### config.mk
export PLATFORM = sky130hd
export DESIGN_NAME = fma_stream_ctrl_flat
export DESIGN_NICKNAME = d
export VERILOG_FILES = /design/src/rtl/fma_stream_pkg.sv /design/src/rtl/fma_stream_ctrl_if.sv /design/src/rtl/fma_result_fifo.sv /design/src/rtl/fma_stream_ctrl.sv /design/src/flat_wrapper.sv
export SDC_FILE = /design/constraint.sdc
export NUM_CORES = 1
export LEC_CHECK = 0
export ABC_AREA = 1
export CORE_ASPECT_RATIO = 1.25
export CORE_MARGIN = 3
export CORE_UTILIZATION = 55
export DETAILED_ROUTE_END_ITERATION = 16
export DONT_BUFFER_PORTS = 1
export GPL_ROUTABILITY_DRIVEN = 0
export PLACE_DENSITY = 0.68
export SLEW_MARGIN = 20
export SYNTH_ARGS = -nofsm -noshare
export SYNTH_HDL_FRONTEND = slang
export SYNTH_SLANG_ARGS = --single-unit
### constraint.sdc
create_clock -name clk -period 4.25 [get_ports clk]
set_input_delay 0.425 -clock clk [delete_from_list [all_inputs] [get_ports clk]]
set_output_delay 0.425 -clock clk [all_outputs]
set_load 0.01 [all_outputs]
### src/rtl/fma_stream_pkg.sv
// Shared types and constants for the FMA streaming controller.
// Optional tag path is enabled by defining FMA_STREAM_TAG_EN.
package fma_stream_pkg;

   localparam int FMA_PIPE_LAT = 5;
   localparam int FP32_W       = 32;

   typedef logic [FP32_W-1:0] fp32_t;

   typedef struct packed {
      fp32_t a;
      fp32_t b;
      fp32_t c;
   } fma_ops_t;

endpackage

### src/rtl/fma_stream_ctrl_if.sv
// Operand/result valid-ready bundle between a producer/consumer and the
// FMA streaming controller. Tag signals exist only with FMA_STREAM_TAG_EN.
interface fma_stream_ctrl_if
`ifdef FMA_STREAM_TAG_EN
   #(parameter int TAG_W = 4)
`endif
   ;
   import fma_stream_pkg::*;

   logic  in_valid;
   logic  in_ready;
   fp32_t in_a;
   fp32_t in_b;
   fp32_t in_c;
   logic  out_valid;
   logic  out_ready;
   fp32_t out_result;
`ifdef FMA_STREAM_TAG_EN
   logic [TAG_W-1:0] in_tag;
   logic [TAG_W-1:0] out_tag;
`endif

   // Producer of operands and consumer of results.
   modport master (
      output in_valid, in_a, in_b, in_c,
      input  in_ready,
      input  out_valid, out_result,
`ifdef FMA_STREAM_TAG_EN
      output in_tag,
      input  out_tag,
`endif
      output out_ready
   );

   // The controller itself.
   modport slave (
      input  in_valid, in_a, in_b, in_c,
      output in_ready,
      output out_valid, out_result,
`ifdef FMA_STREAM_TAG_EN
      input  in_tag,
      output out_tag,
`endif
      input  out_ready
   );

endinterface

### src/rtl/fma_result_fifo.sv
// Circular-buffer result FIFO with push/pop/count. Read data is the head
// entry (no fall-through) and reads as zero while empty.
module fma_result_fifo #(
   parameter int DEPTH = 8,
   parameter int WIDTH = 32
) (
   input  logic                       clk,
   input  logic                       rst,
   input  logic                       push,
   input  logic [WIDTH-1:0]           push_data,
   input  logic                       pop,
   output logic [WIDTH-1:0]           pop_data,
   output logic [$clog2(DEPTH+1)-1:0] count
);

   localparam int PTR_W = (DEPTH > 1) ? $clog2(DEPTH) : 1;
   localparam int CNT_W = $clog2(DEPTH + 1);

   logic [WIDTH-1:0] mem [DEPTH];
   logic [PTR_W-1:0] wr_ptr;
   logic [PTR_W-1:0] rd_ptr;
   logic [CNT_W-1:0] cnt;

   function automatic logic [PTR_W-1:0] ptr_inc(input logic [PTR_W-1:0] p);
      return (p == PTR_W'(DEPTH - 1)) ? '0 : p + PTR_W'(1);
   endfunction

   // Storage write at the tail.
   // NOTE: storage is not reset; cnt gates pop_data so stale entries never show.
   always_ff @(posedge clk) begin
      if (push) mem[wr_ptr] <= push_data;
   end

   // Pointer and fill-count update; reset empties the buffer.
   // NOTE: non-blocking assignments so every register samples pre-edge values.
   always_ff @(posedge clk) begin
      if (rst) begin
         wr_ptr <= '0;
         rd_ptr <= '0;
         cnt    <= '0;
      end else begin
         if (push) wr_ptr <= ptr_inc(wr_ptr);
         if (pop)  rd_ptr <= ptr_inc(rd_ptr);
         case ({push, pop})
            2'b10:   cnt <= cnt + CNT_W'(1);
            2'b01:   cnt <= cnt - CNT_W'(1);
            default: cnt <= cnt;
         endcase
      end
   end

   assign count    = cnt;
   assign pop_data = (cnt == '0) ? '0 : mem[rd_ptr];

   // The credit counter upstream must make overflow/underflow impossible.
   a_no_push_when_full: assert property (@(posedge clk) disable iff (rst)
      !(push && (cnt == CNT_W'(DEPTH))));
   a_no_pop_when_empty: assert property (@(posedge clk) disable iff (rst)
      !(pop && (cnt == '0)));

endmodule

### src/rtl/fma_stream_ctrl.sv
// Valid/ready front-end and result buffer for a fixed-latency FMA pipeline
// that cannot stall. A credit counter (occ) covers in-flight ops plus FIFO
// entries so the FIFO can never overflow. Defining FMA_STREAM_TAG_EN adds a
// tag that travels with each op and is returned alongside its result.
module fma_stream_ctrl
   import fma_stream_pkg::*;
#(
   parameter int FMA_LAT = FMA_PIPE_LAT,
   parameter int DEPTH   = 8
`ifdef FMA_STREAM_TAG_EN
   , parameter int TAG_W = 4
`endif
) (
   input  logic                       clk,
   input  logic                       rst,
   fma_stream_ctrl_if.slave           bus,
   output fp32_t                      fma_a,
   output fp32_t                      fma_b,
   output fp32_t                      fma_c,
   input  fp32_t                      fma_result,
   output logic [$clog2(DEPTH+1)-1:0] occupancy
);

   localparam int OCC_W = $clog2(DEPTH + 1);
`ifdef FMA_STREAM_TAG_EN
   localparam int DATA_W = FP32_W + TAG_W;
`else
   localparam int DATA_W = FP32_W;
`endif

   logic               fire_in;
   logic               fire_out;
   logic [OCC_W-1:0]   occ;
   logic [OCC_W-1:0]   fifo_count;
   logic [FMA_LAT-1:0] vld_sr;
   logic [DATA_W-1:0]  fifo_wdata;
   logic [DATA_W-1:0]  fifo_rdata;
   fma_ops_t           ops_in;
   fma_ops_t           ops_drv;

   // in_ready depends only on registered credit state (and rst), never on out_ready.
   assign bus.in_ready = ~rst & (occ < OCC_W'(DEPTH));
   assign fire_in      = bus.in_valid & bus.in_ready;
   assign fire_out     = bus.out_valid & bus.out_ready;

   assign ops_in = '{a: bus.in_a, b: bus.in_b, c: bus.in_c};

   // Operands reach the datapath only on an accepted transfer, zero otherwise.
   // NOTE: default assigned first so no path through the block infers a latch.
   always_comb begin
      ops_drv = '0;
      if (fire_in) ops_drv = ops_in;
   end

   assign fma_a = ops_drv.a;
   assign fma_b = ops_drv.b;
   assign fma_c = ops_drv.c;

   // Credit counter: +1 per accepted op, -1 per delivered result.
   always_ff @(posedge clk) begin
      if (rst) begin
         occ <= '0;
      end else begin
         case ({fire_in, fire_out})
            2'b10:   occ <= occ + OCC_W'(1);
            2'b01:   occ <= occ - OCC_W'(1);
            default: occ <= occ;
         endcase
      end
   end

   assign occupancy = occ;

   // Valid tracking through the pipeline; cleared on reset so late results are dropped.
   always_ff @(posedge clk) begin
      if (rst) begin
         vld_sr <= '0;
      end else begin
         vld_sr[0] <= fire_in;
         for (int i = 1; i < FMA_LAT; i++) vld_sr[i] <= vld_sr[i-1];
      end
   end

`ifdef FMA_STREAM_TAG_EN
   logic [TAG_W-1:0] tag_sr [FMA_LAT];

   // Tag delay line in lockstep with vld_sr; contents matter only where vld_sr is set.
   always_ff @(posedge clk) begin
      tag_sr[0] <= bus.in_tag;
      for (int i = 1; i < FMA_LAT; i++) tag_sr[i] <= tag_sr[i-1];
   end

   assign fifo_wdata  = {tag_sr[FMA_LAT-1], fma_result};
   assign bus.out_tag = fifo_rdata[DATA_W-1:FP32_W];
`else
   assign fifo_wdata  = fma_result;
`endif

   fma_result_fifo #(
      .DEPTH (DEPTH),
      .WIDTH (DATA_W)
   ) u_fifo (
      .clk       (clk),
      .rst       (rst),
      .push      (vld_sr[FMA_LAT-1]),
      .push_data (fifo_wdata),
      .pop       (fire_out),
      .pop_data  (fifo_rdata),
      .count     (fifo_count)
   );

   assign bus.out_valid  = (fifo_count != '0);
   assign bus.out_result = fifo_rdata[FP32_W-1:0];

endmodule

### src/flat_wrapper.sv
// flat-port wrapper written by rule: the top's interface ports become plain ports
module fma_stream_ctrl_flat import fma_stream_pkg::*;
#(
   parameter int FMA_LAT = FMA_PIPE_LAT,
   parameter int DEPTH   = 8

)
  (clk, rst, fma_a, fma_b, fma_c, fma_result, occupancy, bus_in_valid, bus_in_a, bus_in_b, bus_in_c, bus_in_ready, bus_out_valid, bus_out_result, bus_out_ready);
  fma_stream_ctrl_if bus_i ();
  input  logic clk;
  input  logic rst;
  output fp32_t fma_a;
  output fp32_t fma_b;
  output fp32_t fma_c;
  input  fp32_t fma_result;
  output logic [$clog2(DEPTH+1)-1:0] occupancy;
  input wire logic [$bits(bus_i.in_valid)-1:0] bus_in_valid;
  input wire logic [$bits(bus_i.in_a)-1:0] bus_in_a;
  input wire logic [$bits(bus_i.in_b)-1:0] bus_in_b;
  input wire logic [$bits(bus_i.in_c)-1:0] bus_in_c;
  output wire logic [$bits(bus_i.in_ready)-1:0] bus_in_ready;
  output wire logic [$bits(bus_i.out_valid)-1:0] bus_out_valid;
  output wire logic [$bits(bus_i.out_result)-1:0] bus_out_result;
  input wire logic [$bits(bus_i.out_ready)-1:0] bus_out_ready;
  assign bus_i.in_valid = bus_in_valid;
  assign bus_i.in_a = bus_in_a;
  assign bus_i.in_b = bus_in_b;
  assign bus_i.in_c = bus_in_c;
  assign bus_in_ready = bus_i.in_ready;
  assign bus_out_valid = bus_i.out_valid;
  assign bus_out_result = bus_i.out_result;
  assign bus_i.out_ready = bus_out_ready;
  fma_stream_ctrl #(.FMA_LAT(FMA_LAT), .DEPTH(DEPTH)) u_core (.clk(clk), .rst(rst), .bus(bus_i), .fma_a(fma_a), .fma_b(fma_b), .fma_c(fma_c), .fma_result(fma_result), .occupancy(occupancy));
endmodule
======== After elaboration in Yosys (flattened, before gate mapping) ========
Memory sizes are Yosys's and may differ from the RTL's. A register that Yosys moved wholly into a read port is not among the register bits.
Index checks and enable logic that the tools add are counted.
operators by class
  $add $sub $neg .......................... 6
  order comparisons ....................... 1
  equality and inequality tests ........... 6
  muxes and demuxes ....................... 10
  bitwise operators ....................... 4
  reductions and logical operators ........ 4
operator list
  operator               number
  $mux W96               1
  $mux W32               1
  $pmux W4 S2            2
  $mux W3                4
  $add A4 B1 Y4 const B  2
  $sub A4 B1 Y4 const B  2
  $add A3 B1 Y3 const B  2
  $eq A3 B3 Y1 const B   2
  $eq A2 B1 Y1 const B   2
  $eq A2 B2 Y1 const B   2
  $logic_not A4 Y1       1
  $lt A4 B4 Y1 const B   1
  $reduce_bool A2 Y1     2
  $reduce_bool A4 Y1     1
  $and A1 B1 Y1          3
  $mux W1                2
  $not A1 Y1             1
storage, ports and cells
  bits in registers ....................... 19
  memory bits (writable) .................. 256
  output and inout port bits .............. 134
  word-level logic and storage cells ...... 37
  memories kept ........................... 1
memory list
  memory             words  width  rd ports  clocked after memory_dff  wr ports  line                   source
  u_core.u_fifo.mem  8      32     1         1                         1         fma_result_fifo.sv:19  logic [WIDTH-1:0] mem [DEPTH];

======== Logic depth before layout (Yosys ltp) ========
Gate-level depths: netlist (run 1).
  depth after elaboration ................. 5
  mapped depth ............................ 15

======== Hierarchy ========
A second synthesis (run 1) with hierarchy kept.
second synthesis, totals
  cells, all modules ...................... 1115
  area, all modules ....................... 11956.5 um^2
by module, submodules not included
  module           instances  cells an instance  area an instance (um^2)
  fma_result_fifo  1          849                10745.3
  fma_stream_ctrl  1          266                1211.2

======== Worst setup path after synthesis (run 1) ========
OpenSTA, ideal clock, no wires.
  path kind ............................... register to register
  start point ............................. register u_core.vld_sr[4]
  end point ............................... memory u_core.u_fifo.mem[1][0], enable pin
  library setup time ...................... 421 ps
  arrival time ............................ 1865 ps
  setup slack ............................. 1963 ps
  cell stages (with the launch flop) ...... 3
  path buffers ............................ 0
  clock period less this slack ............ 2287 ps
  path through ............................ dfxtp_1 > nand2_1 > nor2_1
on the way
  cells in the longest elaborated chain, start to end .. 2
ends and longest elaborated chain
  what                           line                   source
  start, declared                fma_stream_ctrl.sv:35  logic [FMA_LAT-1:0] vld_sr;
  start signal, assigned         fma_stream_ctrl.sv:77  vld_sr <= '0;
  $mux W1                        fma_result_fifo.sv:31  if (push) mem[wr_ptr] <= push_data;
  $mux W1 (not written as such)  fma_result_fifo.sv:31
  end, declared                  fma_result_fifo.sv:19
No other way between the ends.

==> out/metrics.csv, run 1 <==
stage,metric,value,unit
clock_network,post_cts.resized_instances,0,
setup_path,setup.worst_path.start_class,flop,
power,power.static_leakage,4.86,nW
route,drtIter0Drc,598,
setup_path,cp_max_fo,59,
timing,fin_crit,3.52,ns
timing,worst_slew_margin_rel,30.8,%
die,placementRows,59,
clock_network,clock_sinks,278,
yosys,number_of_synthesis_warnings,0,
setup_path,cp_data_arrival_time,3.09,ns
timing,finalSetupViolations,0,
yosys,synth_area_in_compound_gates,10.8,%
yosys,post-synth-top-area-fraction,65.0,%
power,power-per-cell-area,569,mW/mm²
timing,max_freq,0.284,GHz
yosys,synthSimpleGateAreaFrac,12.5,%
yosys,yosys.area_share.xor_xnor,0.296,%
yosys,yosys.cell_count.top_type,nor2_1,
clock_network,clock_insertion_delay_worst_skew,0.53,ns
yosys,number_of_nets_in_the_synthesized_netlist,1246,
clock_network,cts.htree.levels,1,
yosys,synthDominantAreaCellType,edfxtp_1,
yosys,synthDistinctLibCells,27,
clock_network,hold_fix_buffer_count_after_cts,33,
route,via_count,7908,
power,cellInternalPower,0.00492,W
die,die-height,170,µm
clock_network,max-clock-path-buffers,3,
timing,report.final.hold_viol_count,0,
yosys,yosys_register_bits,278,
route,wirelength,27300,µm
global_routing,gr-usage-all-layers,23.0,%
global_routing,grt_pass1_wl,41600,µm
timing,fin_worst_skew,0.0207,ns
power,max-vdd-ir-drop,0.585,mV
power,power.switching_fraction,34.4,%
finish,finish.net_count,1260,
finish,syn_to_final_growth,11.5,%
route,via_density_per_instance,5.59,
power,fin_total_pwr,0.00750,W
setup_path,critical_path_required,3.83,ns
setup_path,timing.setup.critical_path_class,reg2out,
yosys,async_flop_share,0,%
clock_network,tritoncts.num_buffers,27,
yosys,synth_top_cells_by_area,"edfxtp_1 65%, nor2_1 11%, o21ai_0 5.1%",
route,detail_route.wl_per_cell,19.3,µm
die,die_area,0.0233,mm²
die,io_pins,266,
yosys,seq_total_area_yosys,68.7,%
timing,final_max_slew_viol_count,0,
die,die_w,137,µm
yosys,mapped_cell_area,0.0118,mm²
timing,finalSetupTns,0,ns
place,detailed_place_hpwl,16100,µm
route,route.detailed.drc,0,
yosys,syn_avg_cell_area,10.7,µm²
setup_path,critPathCaptureType,primary output,
global_routing,first_global_vias,7514,
die,initial_core_util,56.4,%
route,drt.antenna.violating_nets,0,
yosys,synth-edff-count,256,
finish,final_layout_size_suffix_gt1_share,6.05,%
die,core,0.0210,mm²
finish,utilization,62.9,%
yosys,synth.top_cells.by_count,"346 x nor2_1, 256 x edfxtp_1, 121 x o21ai_0",
global_routing,grt_remaining_overflow,0,
place,io_buffer_count,0,
timing,grt_setup_unrepaired,false,
global_routing,number_of_antenna_violations_at_the_first_check_in_global_routing,1,
timing,worst_pin_slew,1.04,ns
yosys,synth_top_flop_cell,edfxtp_1,
route,drtPass1Iterations,5,
power,power.switching,0.00258,W
power,clkPwrFrac,29.8,%
yosys,synth_adder_area_share,0.952,%
outcome,outcome,finished clean,
yosys,muxShareOfSynthArea,0,%
min_path,worstHoldPathType,in2reg,
yosys,dominant_combinational_cell_family_by_area_after_synthesis,simple AND/OR/NAND/NOR gates,
flow_run,max-cap-violations,0,
global_routing,maximum_number_of_pins_on_one_net_before_global_route_repair,100,
yosys,post_synth_inst_count,1105,
clock_network,cts_tree,yes,
power,combPwrFrac,27.6,%
timing,post-route-period-util,82.8,%
clock_network,worst_setup_hold_path_clk_slew,0.06,ns
power,p_seq_share,42.5,%
clock_network,cts.repair_timing.setup_buffer_count,0,
clock_network,cts.root.buffer_cell,clkbuf_16,
[logic make-up after synthesis]
group           after synthesis
fa+ha+maj                     9
flops                       278
buf+inv                     184
simple gates                385
compound gates              245
xor+xnor                      4
[power by group through the flow]
stage               sequential [W]  combinational, W  clock [W]
finish                     0.00319           0.00207    0.00224
global route               0.00321           0.00233    0.00239
CTS                        0.00319           0.00210    0.00227
detailed placement         0.00325           0.00204          0
global placement           0.00325           0.00201          0
floorplan                  0.00315           0.00167          0
[critical path, cell delays in order, from the launching register on]
cell      delay (ns)
dfxtp_4         0.71
clkinv_2        0.79
buf_4           0.49
o21ai_1         0.16
o21ai_1         0.07
o21ai_0         0.17
a31oi_1         0.14
[placed cells by master, fill, tap and decap left out]
cell / n
buf_12: 1
dfxtp_1: 20
dfxtp_4: 1
dfxtp_2: 1
dlygate4sd3_1: 33
o211a_1: 1
clkinv_2: 5
nand3b_1: 1
xnor2_1: 1
nand2_2: 1
and2_1: 1
clkbuf_16: 27
diode_2: 1
a31oi_1: 32
clkbuf_8: 3
ha_1: 9
nand4_1: 3
edfxtp_1: 256
xor2_1: 3
o221ai_1: 1
o21ai_1: 79
inv_1: 117
buf_4: 14
nand3_1: 6
o21ai_0: 121
nand2_4: 1
nor2_1: 338
clkbuf_1: 8
clkinv_1: 5
a21oi_1: 11
inv_6: 2
bufinv_16: 1
nand2_1: 25
nor2_4: 9
inv_2: 3
[final timing paths]
check | start | to | slack [ns] | cells past startpoint
min | bus_out_ready | flop | 0.19 | 3
min reg2reg | u_core.vld_sr[3] | u_core.vld_sr[4] | 0.41 | 2
max reg2reg | u_core.occupancy[3] | u_core.occupancy[1] | 1.80 | 8
max | flop | bus_out_result[12] | 0.73 | 6
[sequential cells by signal, summed over array words and instances (netlist names), named ones only]
name                  count
u_core.occupancy          4
u_core.u_fifo.mem       256
u_core.u_fifo.count       4
u_core.vld_sr             5
u_core.u_fifo.wr_ptr      3
u_core.u_fifo.rd_ptr      3
[routing by layer]
layer  up-vias  track usage [%]  part of all wire (%)
li1       3764                -                     -
met1      3807             29.7                    39
met2       291             39.9                    52
met3        46             3.61                   6.0
met4         0             7.73                   2.8
met5         -                0                     0
[layout make-up]
class,count,area (µm²)
sequential,278,8130
fill,1642,7780
multi-input combinational,643,2970
timing repair buffer,48,455
antenna,1,2.50
tap,274,343
inverter,121,455
clock buffer,38,747
clock inverter,12,86.3
[through the flow]
step           hold slack (ns)  cell area [µm²]  instances  worst slack (ns)
3_3_place_gp             0.394            12000       1331              1.29
3_5_place_dp             0.399            12000       1331              1.26
5_1_grt                  0.201            13200       1415             0.475
2_1_floorplan            0.388            11800       1105              1.96
4_1_cts                  0.182            13200       1414             0.684
6_report                 0.195            13200       1415             0.732
(Power assumes the default switching activity.)
==> run 2: changes to the inputs <==
--- a/config.mk
+++ b/config.mk
@@ -12,7 +12,7 @@
 export DETAILED_ROUTE_END_ITERATION = 16
 export DONT_BUFFER_PORTS = 1
 export GPL_ROUTABILITY_DRIVEN = 0
-export PLACE_DENSITY = 0.68
+export PLACE_DENSITY = 0.71
 export SLEW_MARGIN = 20
 export SYNTH_ARGS = -nofsm -noshare
 export SYNTH_HDL_FRONTEND = slang
==> constraint.sdc (replaced) <==
create_clock -name clk -period 2.85 [get_ports clk]
set_input_delay 0.285 -clock clk [delete_from_list [all_inputs] [get_ports clk]]
set_output_delay 0.285 -clock clk [all_outputs]
set_load 0.01 [all_outputs]
==> run 2 against run 1 <==
Effect of this change: critical path depth rose by 1; critical endpoint is now bus_out_result[3]; first-iteration DRC count rose by 2.2%; combinational power is 57% higher; register-to-register slack lost 1.0 ns.
==> out/metrics.csv, run 2 (synthesized netlist as in run 1, its figures left out) <==
stage,metric,value,unit,change
finish,final_layout_size_suffix_gt1_share,6.91,%,+0.85 points
clock_network,cts.root.buffer_cell,clkbuf_16,,
timing,grt_setup_unrepaired,false,,
power,max-vdd-ir-drop,0.589,mV,+0.82%
timing,worst_pin_slew,0.740,ns,-0.299 ns
finish,syn_to_final_growth,13.3,%,
setup_path,cp_max_fo,30,,-49%
timing,final_max_slew_viol_count,0,,unchanged
die,io_pins,266,,unchanged
die,placementRows,59,,unchanged
clock_network,clock_insertion_delay_worst_skew,0.53,ns,about the same
finish,finalNonFillerCells,1419,,+0.28%
finish,most_common_cell_after_layout_fill_and_taps_aside,nor2_1,,
route,detail_route.wl_per_cell,18.5,µm,-4.1%
timing,post-route-period-util,89.3,%,
route,drtPass1Iterations,5,,unchanged
power,power.static_leakage,4.95,nW,+1.8%
route,drtIter0Drc,611,,+2.2%
flow_run,max-cap-violations,0,,unchanged
setup_path,setup.worst_path.start_class,flop,,
finish,layout_common_cells,"338 x nor2_1, 256 x edfxtp_1, 121 x o21ai_0, 117 x inv_1, 79 x o21ai_1",,
clock_network,tritoncts.num_buffers,27,,unchanged
setup_path,critPathCaptureType,primary output,,
die,core,0.0210,mm²,unchanged
clock_network,clock_sinks,278,,unchanged
route,via_density_per_instance,5.61,,+0.37%
timing,report.final.hold_viol_count,0,,unchanged
clock_network,cts.htree.levels,1,,unchanged
die,die_w,137,µm,unchanged
clock_network,max-clock-path-buffers,3,,unchanged
finish,finish.net_count,1265,,+0.40%
setup_path,critical_path_required,2.57,ns,-1.26 ns
global_routing,number_of_antenna_violations_at_the_first_check_in_global_routing,1,,unchanged
global_routing,first_global_vias,7582,,+0.90%
finish,largest-register,u_core.u_fifo.mem,,
route,route.detailed.drc,0,,unchanged
place,dpl.cell_count,1336,,+0.38%
die,initial_core_util,56.4,%,unchanged
global_routing,maximum_number_of_pins_on_one_net_before_global_route_repair,88,,-12%
setup_path,cp_data_arrival_time,2.26,ns,-0.83 ns
timing,finalSetupViolations,0,,unchanged
global_routing,grt_pass1_wl,40400,µm,-3.0%
global_routing,grt_remaining_overflow,0,,unchanged
place,io_buffer_count,0,,unchanged
route,drt.antenna.violating_nets,0,,unchanged
die,die-height,170,µm,unchanged
outcome,outcome,finished clean,,
die,die_area,0.0233,mm²,unchanged
finish,filler_instances,1570,,-4.4%
power,power-per-cell-area,862,mW/mm²,+52%
timing,fin_worst_skew,0.00973,ns,-0.0109 ns
timing,worst_slew_margin_rel,50.6,%,+20 points
timing,finalSetupTns,0,ns,unchanged
min_path,worstHoldPathType,in2reg,,
route,wirelength,26300,µm,-3.8%
clock_network,cts_tree,yes,,
clock_network,post_cts.resized_instances,0,,unchanged
timing,max_freq,0.393,GHz,
place,detailed_place_hpwl,15600,µm,-3.2%
clock_network,worst_setup_hold_path_clk_slew,0.06,ns,about the same
setup_path,timing.setup.critical_path_class,reg2out,,
finish,reg_top3,"u_core.u_fifo.mem (256), u_core.vld_sr (5)",,
global_routing,gr-usage-all-layers,22.1,%,-0.87 points
route,via_count,7960,,+0.66%
finish,largest_register_ff_count,256,,unchanged
timing,fin_crit,2.55,ns,
[run 2: changes by cell type in the layout (fill, tap and decap cells not counted)]
cell        delta
buf_12         +8
clkbuf_1       -4
buf_4          -3
bufinv_16      +3
clkinv_1       -2
clkinvlp_4     +2
clkbuf_8       -1
clkinv_2       +1
clkinv_4       +1
inv_6          -1
[run 2: repair_timing]
| item | CTS | global route |
|---|---|---|
| endpoints found under the hold margin | 263 | 0 |
| hold buffers | 33 | 0 |
| setup buffers | 0 | 0 |
[run 2: metrics by stage]
step / util [%] / setup WS [ns] / total power, W / instance area [µm²] / hold slack, ns
2_1_floorplan: - / 0.563 / 0.00720 / 11800 / 0.384
3_3_place_gp: 58.0 / 0.867 / 0.00793 / 12200 / 0.358
3_5_place_dp: 58.0 / 0.812 / 0.00798 / 12200 / 0.360
4_1_cts: 63.9 / 0.290 / 0.0116 / 13400 / 0.0589
5_1_grt: 63.9 / 0.144 / 0.0122 / 13400 / 0.0778
6_report: 63.9 / 0.304 / 0.0115 / 13400 / 0.0776
[run 2: worst max-delay path, cell delays in order, from the launching register on]
cell and delay, ns:
dfxtp_4 0.46, clkinv_2 0.11, buf_4 0.18, buf_4 0.32, nor2_1 0.08, o21ai_1 0.15, o21ai_1 0.08, a31oi_1 0.36
[run 2: layer usage]
layer	part of all wire [%]	wire length (µm)	global-route usage (%)
met1	39	10300	27.6
met2	53	14000	40.0
met3	5.3	1400	3.40
met4	2.2	566	6.29
met5	0.027	7	0
[run 2: final timing paths]
kind	startpoint	to	slack [ns]	cells past startpoint
hold / removal	bus_out_ready	flop	0.08	3
setup reg to reg	u_core.u_fifo.count[0]	u_core.u_fifo.count[2]	0.77	12
setup / recovery	flop	bus_out_result[3]	0.30	7
hold reg to reg	u_core.vld_sr[3]	u_core.vld_sr[4]	0.40	2
[run 2: final cells by class]
class	count	area (µm²)	share of cell area, %
sequential	278	8130	60.7
multi-input combinational	643	2970	22.1
clock buffer	33	718	5.36
timing repair buffer	53	593	4.43
inverter	121	455	3.40
tap	274	343	2.56
clock inverter	16	189	1.41
antenna	1	2.50	0.0187
[run 2: power breakdown]
part | switching, W | internal [W] | leakage (nW)
Clock | 0.00145 | 0.00215 | 0.442
Combinational | 0.00228 | 0.000954 | 2.02
Sequential | 0.000170 | 0.00454 | 2.48
Total | 0.00390 | 0.00765 | 4.95
==> run 3: changes to the inputs <==
--- a/config.mk
+++ b/config.mk
@@ -12,7 +12,7 @@
 export DETAILED_ROUTE_END_ITERATION = 16
 export DONT_BUFFER_PORTS = 1
 export GPL_ROUTABILITY_DRIVEN = 0
-export PLACE_DENSITY = 0.71
+export PLACE_DENSITY = 0.68
 export SLEW_MARGIN = 20
 export SYNTH_ARGS = -nofsm -noshare
 export SYNTH_HDL_FRONTEND = slang
==> constraint.sdc (replaced) <==
create_clock -name clk -period 3 [get_ports clk]
set_input_delay 0.3 -clock clk [delete_from_list [all_inputs] [get_ports clk]]
set_output_delay 0.3 -clock clk [all_outputs]
set_load 0.01 [all_outputs]
==> run 3 against run 2 <==
Effect of this change: highest routed layer unchanged; global-route usage up 0.077 points; first-iteration DRC count rose by 5.9%; largest cell class unchanged; register-to-register slack better by 0.10 ns; sequential power shrank 5.9%.
==> out/metrics.csv, run 3 (synthesized netlist as in run 1, its figures left out) <==
stage,metric,value,unit,change
setup_path,critical-path-top-delay-family,compound AO/OA/AOI/OAI gates,,
route,detail_route.wl_per_cell,18.8,µm,+1.3%
setup_path,timing.setup.critical_path_class,reg2out,,
clock_network,max-clock-path-buffers,3,,unchanged
global_routing,first_global_vias,7594,,+0.16%
clock_network,clock_insertion_delay_worst_skew,0.52,ns,about the same
clock_network,cts_tree,yes,,
global_routing,gr-usage-all-layers,22.2,%,+0.077 points
timing,max_freq,0.382,GHz,
finish,final_layout_size_suffix_gt1_share,6.64,%,-0.27 points
setup_path,critical_path.most_common_cell,o21ai_0,,
finish,syn_to_final_growth,12.5,%,
route,drtIter0Drc,647,,+5.9%
min_path,worstHoldPathType,in2reg,,
clock_network,cts.root.buffer_cell,clkbuf_16,,
global_routing,maximum_number_of_pins_on_one_net_before_global_route_repair,129,,+47%
route,drtPass1Iterations,5,,unchanged
finish,largest_register_ff_count,256,,unchanged
setup_path,path_buf_inv,1,,-2
power,max-vdd-ir-drop,0.561,mV,-4.8%
finish,filler_instances,1632,,+3.9%
route,drt.antenna.violating_nets,0,,unchanged
setup_path,critPathCaptureType,primary output,,
clock_network,tritoncts.num_buffers,27,,unchanged
setup_path,critPathMaxStageDelay,0.69,ns,+0.23 ns
timing,fin_crit,2.62,ns,
timing,report.final.hold_viol_count,0,,unchanged
die,die_w,137,µm,unchanged
setup_path,critical_path_required,2.70,ns,+0.13 ns
finish,largest-register,u_core.u_fifo.mem,,
timing,final_max_slew_viol_count,0,,unchanged
place,detailed_place_hpwl,16200,µm,+3.5%
flow_run,max-cap-violations,0,,unchanged
die,core,0.0210,mm²,unchanged
finish,finish.net_count,1271,,+0.47%
die,die_area,0.0233,mm²,unchanged
die,io_pins,266,,unchanged
timing,fin_worst_skew,0.00860,ns,-0.00113 ns
power,power-per-cell-area,798,mW/mm²,-7.3%
power,power.static_leakage,4.92,nW,-0.63%
finish,most_common_cell_after_layout_fill_and_taps_aside,nor2_1,,
place,dpl.cell_count,1342,,+0.45%
global_routing,number_of_antenna_violations_at_the_first_check_in_global_routing,3,,+2
die,placementRows,59,,unchanged
timing,grt_setup_unrepaired,false,,
setup_path,cpMaxStageDelayCell,dfxtp_2,,
route,via_count,7960,,unchanged
clock_network,post_cts.resized_instances,0,,unchanged
route,wirelength,26700,µm,+1.5%
die,initial_core_util,56.4,%,unchanged
setup_path,cp_max_fo,41,,+37%
place,io_buffer_count,0,,unchanged
setup_path,setup.worst_path.start_class,flop,,
clock_network,worst_setup_hold_path_clk_slew,0.06,ns,about the same
timing,worst_slew_margin_rel,57.5,%,+6.9 points
route,via_density_per_instance,5.60,,-0.14%
finish,layout.area.seq,0.00813,mm²,unchanged
global_routing,grt_pass1_wl,40300,µm,about the same
clock_network,clock_sinks,278,,unchanged
route,route.detailed.drc,0,,unchanged
timing,finalSetupViolations,0,,unchanged
clock_network,cts.htree.levels,1,,unchanged
finish,finalNonFillerCells,1421,,+0.14%
global_routing,grt_remaining_overflow,0,,unchanged
timing,post-route-period-util,87.3,%,
die,die-height,170,µm,unchanged
timing,worst_pin_slew,0.638,ns,-0.102 ns
finish,reg_top3,"u_core.u_fifo.mem (256), u_core.vld_sr (5)",,
setup_path,cp_data_arrival_time,2.32,ns,+0.06 ns
outcome,outcome,finished clean,,
setup_path,crit_path_cell_trace,buf_12 -> o21ai_0 -> o21ai_1 -> o21ai_0 -> a31oi_1,,
timing,finalSetupTns,0,ns,unchanged
finish,layout_common_cells,"338 x nor2_1, 256 x edfxtp_1, 121 x o21ai_0, 117 x inv_1, 79 x o21ai_1",,
finish,multiInputGateArea,0.00297,mm²,unchanged
-- run 3: cell count changes in the layout (fill, tap and decap cells not counted), sizes merged --
cell,previous run,this run
buf,20,26
bufinv,4,0
diode,1,2
clkinv,10,4
clkinvlp,2,0
clkbuf,33,40
-- run 3: worst min-delay path, stage by stage --
cell and delay [ns]:
nand2_1 0.09, nand2_1 0.08, a21oi_1 0.09
-- run 3: final timing paths --
| path | from | end | slack [ns] | cells past startpoint |
|---|---|---|---|---|
| worst min register to register | u_core.vld_sr[2] | u_core.vld_sr[3] | 0.40 | 2 |
| worst max register to register | u_core.u_fifo.count[0] | u_core.u_fifo.count[2] | 0.87 | 12 |
| worst min-delay path | bus_out_ready | flop | 0.10 | 3 |
| worst max-delay path | flop | bus_out_result[2] | 0.38 | 5 |
-- run 3: stage by stage --
stage	util [%]	power, W	cell area, µm²	setup slack, ns	hold WS, ns
5_1_grt	63.5	0.0112	13300	0.236	0.149
3_5_place_dp	58.2	0.00765	12200	0.909	0.376
3_3_place_gp	58.2	0.00760	12200	0.972	0.373
4_1_cts	63.4	0.0107	13300	0.383	0.0886
2_1_floorplan	-	0.00684	11800	0.713	0.388
6_report	63.5	0.0106	13300	0.382	0.102
-- run 3: report_power, final --
group          switching, W  internal (W)  total, W
clock               0.00130       0.00170   0.00300
combinational       0.00224      0.000945   0.00319
sequential         0.000120       0.00431   0.00443
-- run 3: what timing repair did --
action | 4_1_cts | 5_1_grt
buffers inserted | 0 | 0
hold buffers | 33 | 0
endpoints found under the hold margin | 263 | 0
-- run 3: final cells by class --
type                    instances  area share (%)
clock buffers                  40            5.61
diodes                          2          0.0376
well taps                     274            2.58
multi-input cells             643            22.3
inverters                     121            3.42
flip-flops and latches        278            61.1
repair buffers                 59            4.80
clock inverters                 4           0.141
-- run 3: layer usage --
layer  vias to the layer above  global-route usage (%)  share of wire [%]
li1                       3771                       -                  -
met3                        51                    4.23                6.4
met2                       290                    38.9                 51
met1                      3846                    27.2                 39
met5                         -                       0              0.026
met4                         2                    8.59                3.2
